`src/rtl/frogger_pkg.sv`:
```
// Shared constants for the Frogger traffic block: playfield width, lane rows,
// per-car base periods and start columns, and the traffic state encoding.
package frogger_pkg;

    localparam int c_GAME_WIDTH   = 14;
    localparam int c_LANE_Y_BASE  = 2;
    localparam int c_FREEZE_TICKS = 8;

    localparam int c_NUM_CARS  = 6;
    localparam int c_X_W       = 6;
    localparam int c_LEVEL_W   = 3;
    localparam int c_LEVEL_MAX = 7;

    // Index 0 is car 1
    localparam int c_BASE_PERIOD [c_NUM_CARS] = '{4, 3, 5, 2, 6, 3};
    localparam int c_INIT_X      [c_NUM_CARS] = '{0, 3, 6, 9, 12, 2};

    typedef enum logic [0:0] {
        StRun    = 1'b0,
        StFreeze = 1'b1
    } traffic_state_e;

endpackage

```
`src/rtl/frogger_lane_mover.sv`:
```
// One car: a tick counter that divides game ticks by the level-adjusted
// period, and an X register that wraps across the playfield.
module frogger_lane_mover
    import frogger_pkg::*;
#(
    parameter int c_GAME_WIDTH  = frogger_pkg::c_GAME_WIDTH,
    parameter bit p_DIR_UP      = 1'b1,
    parameter int p_BASE_PERIOD = 4,
    parameter int p_INIT_X      = 0
) (
    input  logic                 i_Clk,
    input  logic                 i_Rst_L,
    input  logic                 i_Restart,
    input  logic                 i_Step_En,
    input  logic [c_LEVEL_W-1:0] i_Level,
    output logic [c_X_W-1:0]     o_X
);

    localparam int c_CNT_W = 4;

    logic [c_CNT_W-1:0] cnt_q, cnt_d;
    logic [c_X_W-1:0]   x_q, x_d;
    logic [c_X_W-1:0]   x_next;
    int                 eff_period;

    // Effective period shrinks with level but never below one tick
    always_comb begin
        eff_period = p_BASE_PERIOD - int'(i_Level);
        if (eff_period < 1) begin
            eff_period = 1;
        end
    end

    // Wrapping one-column move in this car's direction
    always_comb begin
        x_next = x_q;
        if (p_DIR_UP) begin
            x_next = (x_q == c_X_W'(c_GAME_WIDTH - 1)) ? '0 : x_q + c_X_W'(1);
        end else begin
            x_next = (x_q == '0) ? c_X_W'(c_GAME_WIDTH - 1) : x_q - c_X_W'(1);
        end
    end

    // Restart beats stepping; a step happens on the tick that completes a period
    always_comb begin
        cnt_d = cnt_q;
        x_d   = x_q;
        if (i_Restart) begin
            cnt_d = '0;
            x_d   = c_X_W'(p_INIT_X);
        end else if (i_Step_En) begin
            if (cnt_q == c_CNT_W'(eff_period - 1)) begin
                cnt_d = '0;
                x_d   = x_next;
            end else begin
                cnt_d = cnt_q + c_CNT_W'(1);
            end
        end
    end

    // Counter and position registers
    always_ff @(posedge i_Clk or negedge i_Rst_L) begin
        if (!i_Rst_L) begin
            cnt_q <= '0;
            x_q   <= c_X_W'(p_INIT_X);
        end else begin
            cnt_q <= cnt_d;
            x_q   <= x_d;
        end
    end

    assign o_X = x_q;

endmodule

```
`src/rtl/frogger_traffic.sv`:
```
// Frogger traffic: six wrapping cars, difficulty level, and an optional
// post-collision freeze enabled by defining FROGGER_TRAFFIC_FREEZE_EN.
module frogger_traffic
    import frogger_pkg::*;
#(
    parameter int c_GAME_WIDTH   = frogger_pkg::c_GAME_WIDTH,
    parameter int c_LANE_Y_BASE  = frogger_pkg::c_LANE_Y_BASE,
    parameter int c_FREEZE_TICKS = frogger_pkg::c_FREEZE_TICKS
) (
    input  logic                 i_Clk,
    input  logic                 i_Rst_L,
    input  logic                 i_Game_Tick,
    input  logic                 i_Level_Up,
    input  logic                 i_Collided,
    output logic [c_X_W-1:0]     o_Car_X_1,
    output logic [c_X_W-1:0]     o_Car_X_2,
    output logic [c_X_W-1:0]     o_Car_X_3,
    output logic [c_X_W-1:0]     o_Car_X_4,
    output logic [c_X_W-1:0]     o_Car_X_5,
    output logic [c_X_W-1:0]     o_Car_X_6,
    output logic [c_X_W-1:0]     o_Car_Y_1,
    output logic [c_X_W-1:0]     o_Car_Y_2,
    output logic [c_X_W-1:0]     o_Car_Y_3,
    output logic [c_X_W-1:0]     o_Car_Y_4,
    output logic [c_X_W-1:0]     o_Car_Y_5,
    output logic [c_X_W-1:0]     o_Car_Y_6,
    output logic [c_LEVEL_W-1:0] o_Level,
    output logic                 o_Frozen
);

    logic [c_LEVEL_W-1:0] level_q, level_d;
    logic                 run;
    logic                 step_en;
    logic [c_X_W-1:0]     car_x [c_NUM_CARS];

    // Saturating difficulty level
    always_comb begin
        level_d = level_q;
        if (i_Level_Up && (level_q != c_LEVEL_W'(c_LEVEL_MAX))) begin
            level_d = level_q + c_LEVEL_W'(1);
        end
    end

    // Level register
    always_ff @(posedge i_Clk or negedge i_Rst_L) begin
        if (!i_Rst_L) begin
            level_q <= '0;
        end else begin
            level_q <= level_d;
        end
    end

`ifdef FROGGER_TRAFFIC_FREEZE_EN
    localparam int c_FRZ_W = (c_FREEZE_TICKS > 1) ? $clog2(c_FREEZE_TICKS) : 1;

    traffic_state_e     state_q, state_d;
    logic               rearm_q, rearm_d;
    logic               frozen_q, frozen_d;
    logic [c_FRZ_W-1:0] freeze_cnt_q, freeze_cnt_d;

    // RUN/FREEZE next state; a level-up always restarts traffic in RUN.
    // rearm stops a collision flag that stays high from re-freezing.
    always_comb begin
        state_d      = state_q;
        rearm_d      = rearm_q;
        freeze_cnt_d = freeze_cnt_q;
        if (i_Level_Up) begin
            state_d      = StRun;
            freeze_cnt_d = '0;
            if (!i_Collided) begin
                rearm_d = 1'b1;
            end
        end else begin
            unique case (state_q)
                StRun: begin
                    if (i_Collided) begin
                        if (rearm_q) begin
                            state_d      = StFreeze;
                            rearm_d      = 1'b0;
                            freeze_cnt_d = '0;
                        end
                    end else begin
                        rearm_d = 1'b1;
                    end
                end
                StFreeze: begin
                    if (i_Game_Tick) begin
                        if (freeze_cnt_q == c_FRZ_W'(c_FREEZE_TICKS - 1)) begin
                            state_d      = StRun;
                            freeze_cnt_d = '0;
                        end else begin
                            freeze_cnt_d = freeze_cnt_q + c_FRZ_W'(1);
                        end
                    end
                end
                default: state_d = StRun;
            endcase
        end
        frozen_d = (state_d == StFreeze);
    end

    // FSM state with registered frozen flag
    always_ff @(posedge i_Clk or negedge i_Rst_L) begin
        if (!i_Rst_L) begin
            state_q      <= StRun;
            rearm_q      <= 1'b1;
            frozen_q     <= 1'b0;
            freeze_cnt_q <= '0;
        end else begin
            state_q      <= state_d;
            rearm_q      <= rearm_d;
            frozen_q     <= frozen_d;
            freeze_cnt_q <= freeze_cnt_d;
        end
    end

    assign run      = (state_q == StRun);
    assign o_Frozen = frozen_q;
`else
    localparam int unused_freeze_ticks = c_FREEZE_TICKS;
    logic unused_collided;

    assign unused_collided = i_Collided;
    assign run             = 1'b1;
    assign o_Frozen        = 1'b0;
`endif

    // A level-up discards a coincident tick
    assign step_en = i_Game_Tick && run && !i_Level_Up;

    for (genvar i = 0; i < c_NUM_CARS; i++) begin : g_car
        frogger_lane_mover #(
            .c_GAME_WIDTH (c_GAME_WIDTH),
            .p_DIR_UP     ((i % 2) == 0),
            .p_BASE_PERIOD(c_BASE_PERIOD[i]),
            .p_INIT_X     (c_INIT_X[i])
        ) u_lane (
            .i_Clk    (i_Clk),
            .i_Rst_L  (i_Rst_L),
            .i_Restart(i_Level_Up),
            .i_Step_En(step_en),
            .i_Level  (level_q),
            .o_X      (car_x[i])
        );
    end

    assign o_Car_X_1 = car_x[0];
    assign o_Car_X_2 = car_x[1];
    assign o_Car_X_3 = car_x[2];
    assign o_Car_X_4 = car_x[3];
    assign o_Car_X_5 = car_x[4];
    assign o_Car_X_6 = car_x[5];

    // Each car keeps its lane row forever
    assign o_Car_Y_1 = c_X_W'(c_LANE_Y_BASE + 0);
    assign o_Car_Y_2 = c_X_W'(c_LANE_Y_BASE + 1);
    assign o_Car_Y_3 = c_X_W'(c_LANE_Y_BASE + 2);
    assign o_Car_Y_4 = c_X_W'(c_LANE_Y_BASE + 3);
    assign o_Car_Y_5 = c_X_W'(c_LANE_Y_BASE + 4);
    assign o_Car_Y_6 = c_X_W'(c_LANE_Y_BASE + 5);

    assign o_Level = level_q;

endmodule

```
`config.mk`:
```
export PLATFORM = sky130hd
export DESIGN_NAME = frogger_traffic
export DESIGN_NICKNAME = d
export VERILOG_FILES = /design/src/rtl/frogger_pkg.sv /design/src/rtl/frogger_lane_mover.sv /design/src/rtl/frogger_traffic.sv
export SDC_FILE = /design/constraint.sdc
export NUM_CORES = 1
export LEC_CHECK = 0
export BUFFER_PORTS_ARGS = -buffer_cell sky130_fd_sc_hd__buf_2
export CORE_MARGIN = 2
export CORE_UTILIZATION = 35
export CTS_CLUSTER_DIAMETER = 150
export DETAILED_ROUTE_END_ITERATION = 8
export PLACE_DENSITY = 0.65
export SYNTH_ARGS = -nofsm -noshare
export SYNTH_HDL_FRONTEND = slang
export SYNTH_SLANG_ARGS = --single-unit
```
`constraint.sdc`:
```
create_clock -name i_Clk -period 11.5 [get_ports i_Clk]
set_clock_uncertainty 0.15 [all_clocks]
set_input_delay 1.725 -clock i_Clk [delete_from_list [all_inputs] [get_ports i_Clk]]
set_output_delay 1.725 -clock i_Clk [all_outputs]
set_load 0.1 [all_outputs]
```
==> qor.yml <==
cells_and_area:
  fin_nets: 583
  final_cell_mix: "dfrtp_1 (54), nand2_1 (45), buf_2 (42)"
  drive_above_1_share_pct: 15.29
  final_area_um2: 5075
  num_antenna_cells: 0
  final_common_cell: "dfrtp_1"
  area_growth_pct: 11.49
setup_path:
  worst_setup_path_start_kind: "flop"
  cp-end-kind: "flop"
  criticalPathCategory: "reg -> reg"
  required_ps: 11600
  critPathArrivalTime_ps: 4160
  cp_max_fo: 17
timing:
  max_slew.worst_pin.slew_ps: 826.3
  rsz0062_at_grt: "false"
  min_period_ps: 4057
  fin_ws_ps: 7443
  maxSlewViolCount: 0
  setup_violations: 0
  setup_tns_ps: 0
  worst_slew_margin_rel_pct: 44.91
  final_min_period_over_clock_period_pct: 35.28
  clock.fmax_mhz: 246.5
  report.final.hold_viol_count: 0
global_route:
  grt_start_max_net_pins: 64
  grt_pass1_wl_um: 16550
  first_global_vias: 3529
  grt.total_usage_pct: 14.17
  overflow: 0
  antenna_found_initial: 0
clock_network:
  cts.sink_count: 63
  numCtsBuffers: 9
  post_cts_buffers: 0
  clock_path_buffers: 2
  cts_tree: "built"
  htreeDepth: 3
  clk_latency_ps: 330
  cts_resized: 0
  cts_root_buffer: "clkbuf_16"
  ctsHoldBuffers: 0
  clk_pin_slew_ps: 50
synth:
  synth_edf_count: 0
  synth_ff_type: "dfrtp_1"
  ys_warn_count: 0
  syn_area_um2: 4552
  netlist_instances: 498
  synth_cell_types: 58
  synth-seq-cells: 63
  syn_area_per_cell_um2: 9.140
  ys_seq_area_share_pct: 34.88
  async_reset_ff_share_pct: 100.0
drt:
  vias: 3611
  drt_iter0_markers: 107
  routed_wl_um: 9340
  wl_met2_um: 4303
  post_drt_wl_per_cell_um: 13.06
  dr.pass1.iters: 4
  vias_per_cell: 5.050
  drcViolationCount: 0
  antenna_left: 0
  highest-signal-layer: "met4"
  wl_met1_um: 4538
  met3_length_um: 328
power:
  p_per_area_nw_per_um2: 291.5
  pwr-share-seq_pct: 23.2
  power.share.switching_pct: 51.55
  p_int_uw: 716.8
  clkPwrFrac_pct: 17.1
  comb_power_share_pct: 59.7
  p_total_uw: 1479
  switchingPower_uw: 762.7
  p_leak_uw: 0.002458
  ir_drop_mv: 0.1323
placement:
  place_area_um2: 4797
  pre_cts_slack_ps: 7399
  dp_hpwl_um: 6379
  io_buffers: 42
  place.gp.congestion: 0.7737
floorplan:
  fp.dieW_um: 118.0
  core_um2: 12670
  die_h_um: 118.0
  io_pins: 81
  die-area_um2: 13930
  rows: 41
  start_util_pct: 35.92
outcome:
  outcome: "finished, final reports clean"
flow_run:
  cap_violations: 0
min_path:
  hold_path.class: "reg -> reg"
[final timing paths]
check	from	end	slack, ps	cells past startpoint
worst min register to register	g_car[4].u_lane.o_X[2]$_DFFE_PN1P_	g_car[4].u_lane.o_X[2]$_DFFE_PN1P_	390	2
max in group asynchronous	i_Rst_L	o_Level[0]$_DFFE_PN0P_	9220	2
worst min-delay path	g_car[4].u_lane.o_X[2]$_DFFE_PN1P_	g_car[4].u_lane.o_X[2]$_DFFE_PN1P_	390	2
worst max register to register	o_Level[0]$_DFFE_PN0P_	g_car[3].u_lane.o_X[4]$_DFFE_PN0P_	7440	12
worst max-delay path	o_Level[0]$_DFFE_PN0P_	g_car[3].u_lane.o_X[4]$_DFFE_PN0P_	7440	12
min in group asynchronous	i_Rst_L	g_car[3].u_lane.cnt_q[2]$_DFFE_PN0P_	1420	2
[final cells by class]
cell class | instances | area, um2
repair buffers | 46 | 240.2
fillers | 1302 | 7596
clock buffers | 13 | 260.3
well taps | 172 | 215.2
inverters | 23 | 86.33
flip-flops and latches | 63 | 1588
multi-input cells | 395 | 2668
clock inverters | 3 | 17.52
[power by group through the flow]
stage	Clock, uW	Combinational (uW)	Sequential [uW]
after detailed placement	0	884	347
final	254	883	343
after global placement	0	864	344
after global routing	269	972	356
after CTS	261	889	344
after floorplan	0	586	509
[cells by family (layout without fill, tap and decap cells)]
| family | Yosys count | count (layout) | synth area share, % |
|---|---|---|---|
| AND/OR/NAND/NOR | 184 | 184 | 21.33 |
| adder cells (fa/ha/maj) | 40 | 40 | 11.00 |
| other | 2 | 37 | 0.1650 |
| buffers and inverters | 75 | 85 | 9.401 |
| multiplexers | 9 | 9 | 2.144 |
| AO/OA/AOI/OAI | 93 | 93 | 13.99 |
| XOR/XNOR | 32 | 32 | 7.092 |
| flip-flops | 63 | 63 | 34.88 |
[worst max-delay path, cell delays in order, from the launching register on]
cell	delay [ps]
dfrtp_1	700
ha_1	260
inv_1	50
ha_1	310
nor3b_1	210
ha_1	270
or2_2	300
ha_1	280
xor2_1	150
nand2_1	80
or3_1	510
or4_1	550
a21oi_1	160
[layer usage]
layer | vias up | global-route usage, %
met4 | 0 | 5.497
met1 | 1740 | 18.66
li1 | 1776 | -
met3 | 14 | 2.616
met2 | 81 | 23.04
met5 | - | 0
[sequential cells by signal, indices dropped and copies added, names as in the netlist]
| signal | count |
|---|---|
| g_car.u_lane.o_X | 36 |
| g_car.u_lane.cnt_q | 24 |
| o_Level | 3 |
[per-stage QoR]
| step | hold WS (ps) | std cells | utilization (%) |
|---|---|---|---|
| floorplan | 364.1 | 533 | - |
| detailed placement | 387.9 | 699 | 37.86 |
| finish | 394.7 | 715 | 40.05 |
| global route | 432.9 | 715 | 40.05 |
| global placement | 382.4 | 699 | 37.86 |
| CTS | 395.7 | 715 | 40.05 |
[Yosys cell counts, types with 3 or more instances]
cell type | count | area (um2)
a21o_1 | 10 | 75.07
a21oi_1 | 19 | 95.09
a22o_1 | 8 | 70.07
a32o_1 | 3 | 30.03
and2_1 | 4 | 25.02
and3_1 | 4 | 25.02
and3b_1 | 3 | 26.28
buf_4 | 37 | 277.8
clkbuf_1 | 14 | 52.55
dfrtp_1 | 54 | 1351
dfstp_2 | 9 | 236.5
ha_1 | 40 | 500.5
inv_1 | 21 | 78.83
mux2_2 | 6 | 67.56
mux2i_1 | 3 | 30.03
nand2_1 | 45 | 168.9
nand2b_1 | 4 | 25.02
nand3_1 | 17 | 85.08
nand4_1 | 5 | 31.28
nor2_1 | 36 | 135.1
nor2b_1 | 11 | 68.82
nor3_1 | 21 | 105.1
nor3b_1 | 5 | 37.54
nor4_1 | 4 | 25.02
o211ai_1 | 7 | 52.55
o21ai_0 | 23 | 115.1
o31ai_1 | 5 | 37.54
or2_2 | 4 | 25.02
or3_1 | 8 | 50.05
or4_1 | 5 | 37.54
xnor2_1 | 17 | 148.9
xor2_1 | 12 | 105.1
(Power assumes the default switching activity.)
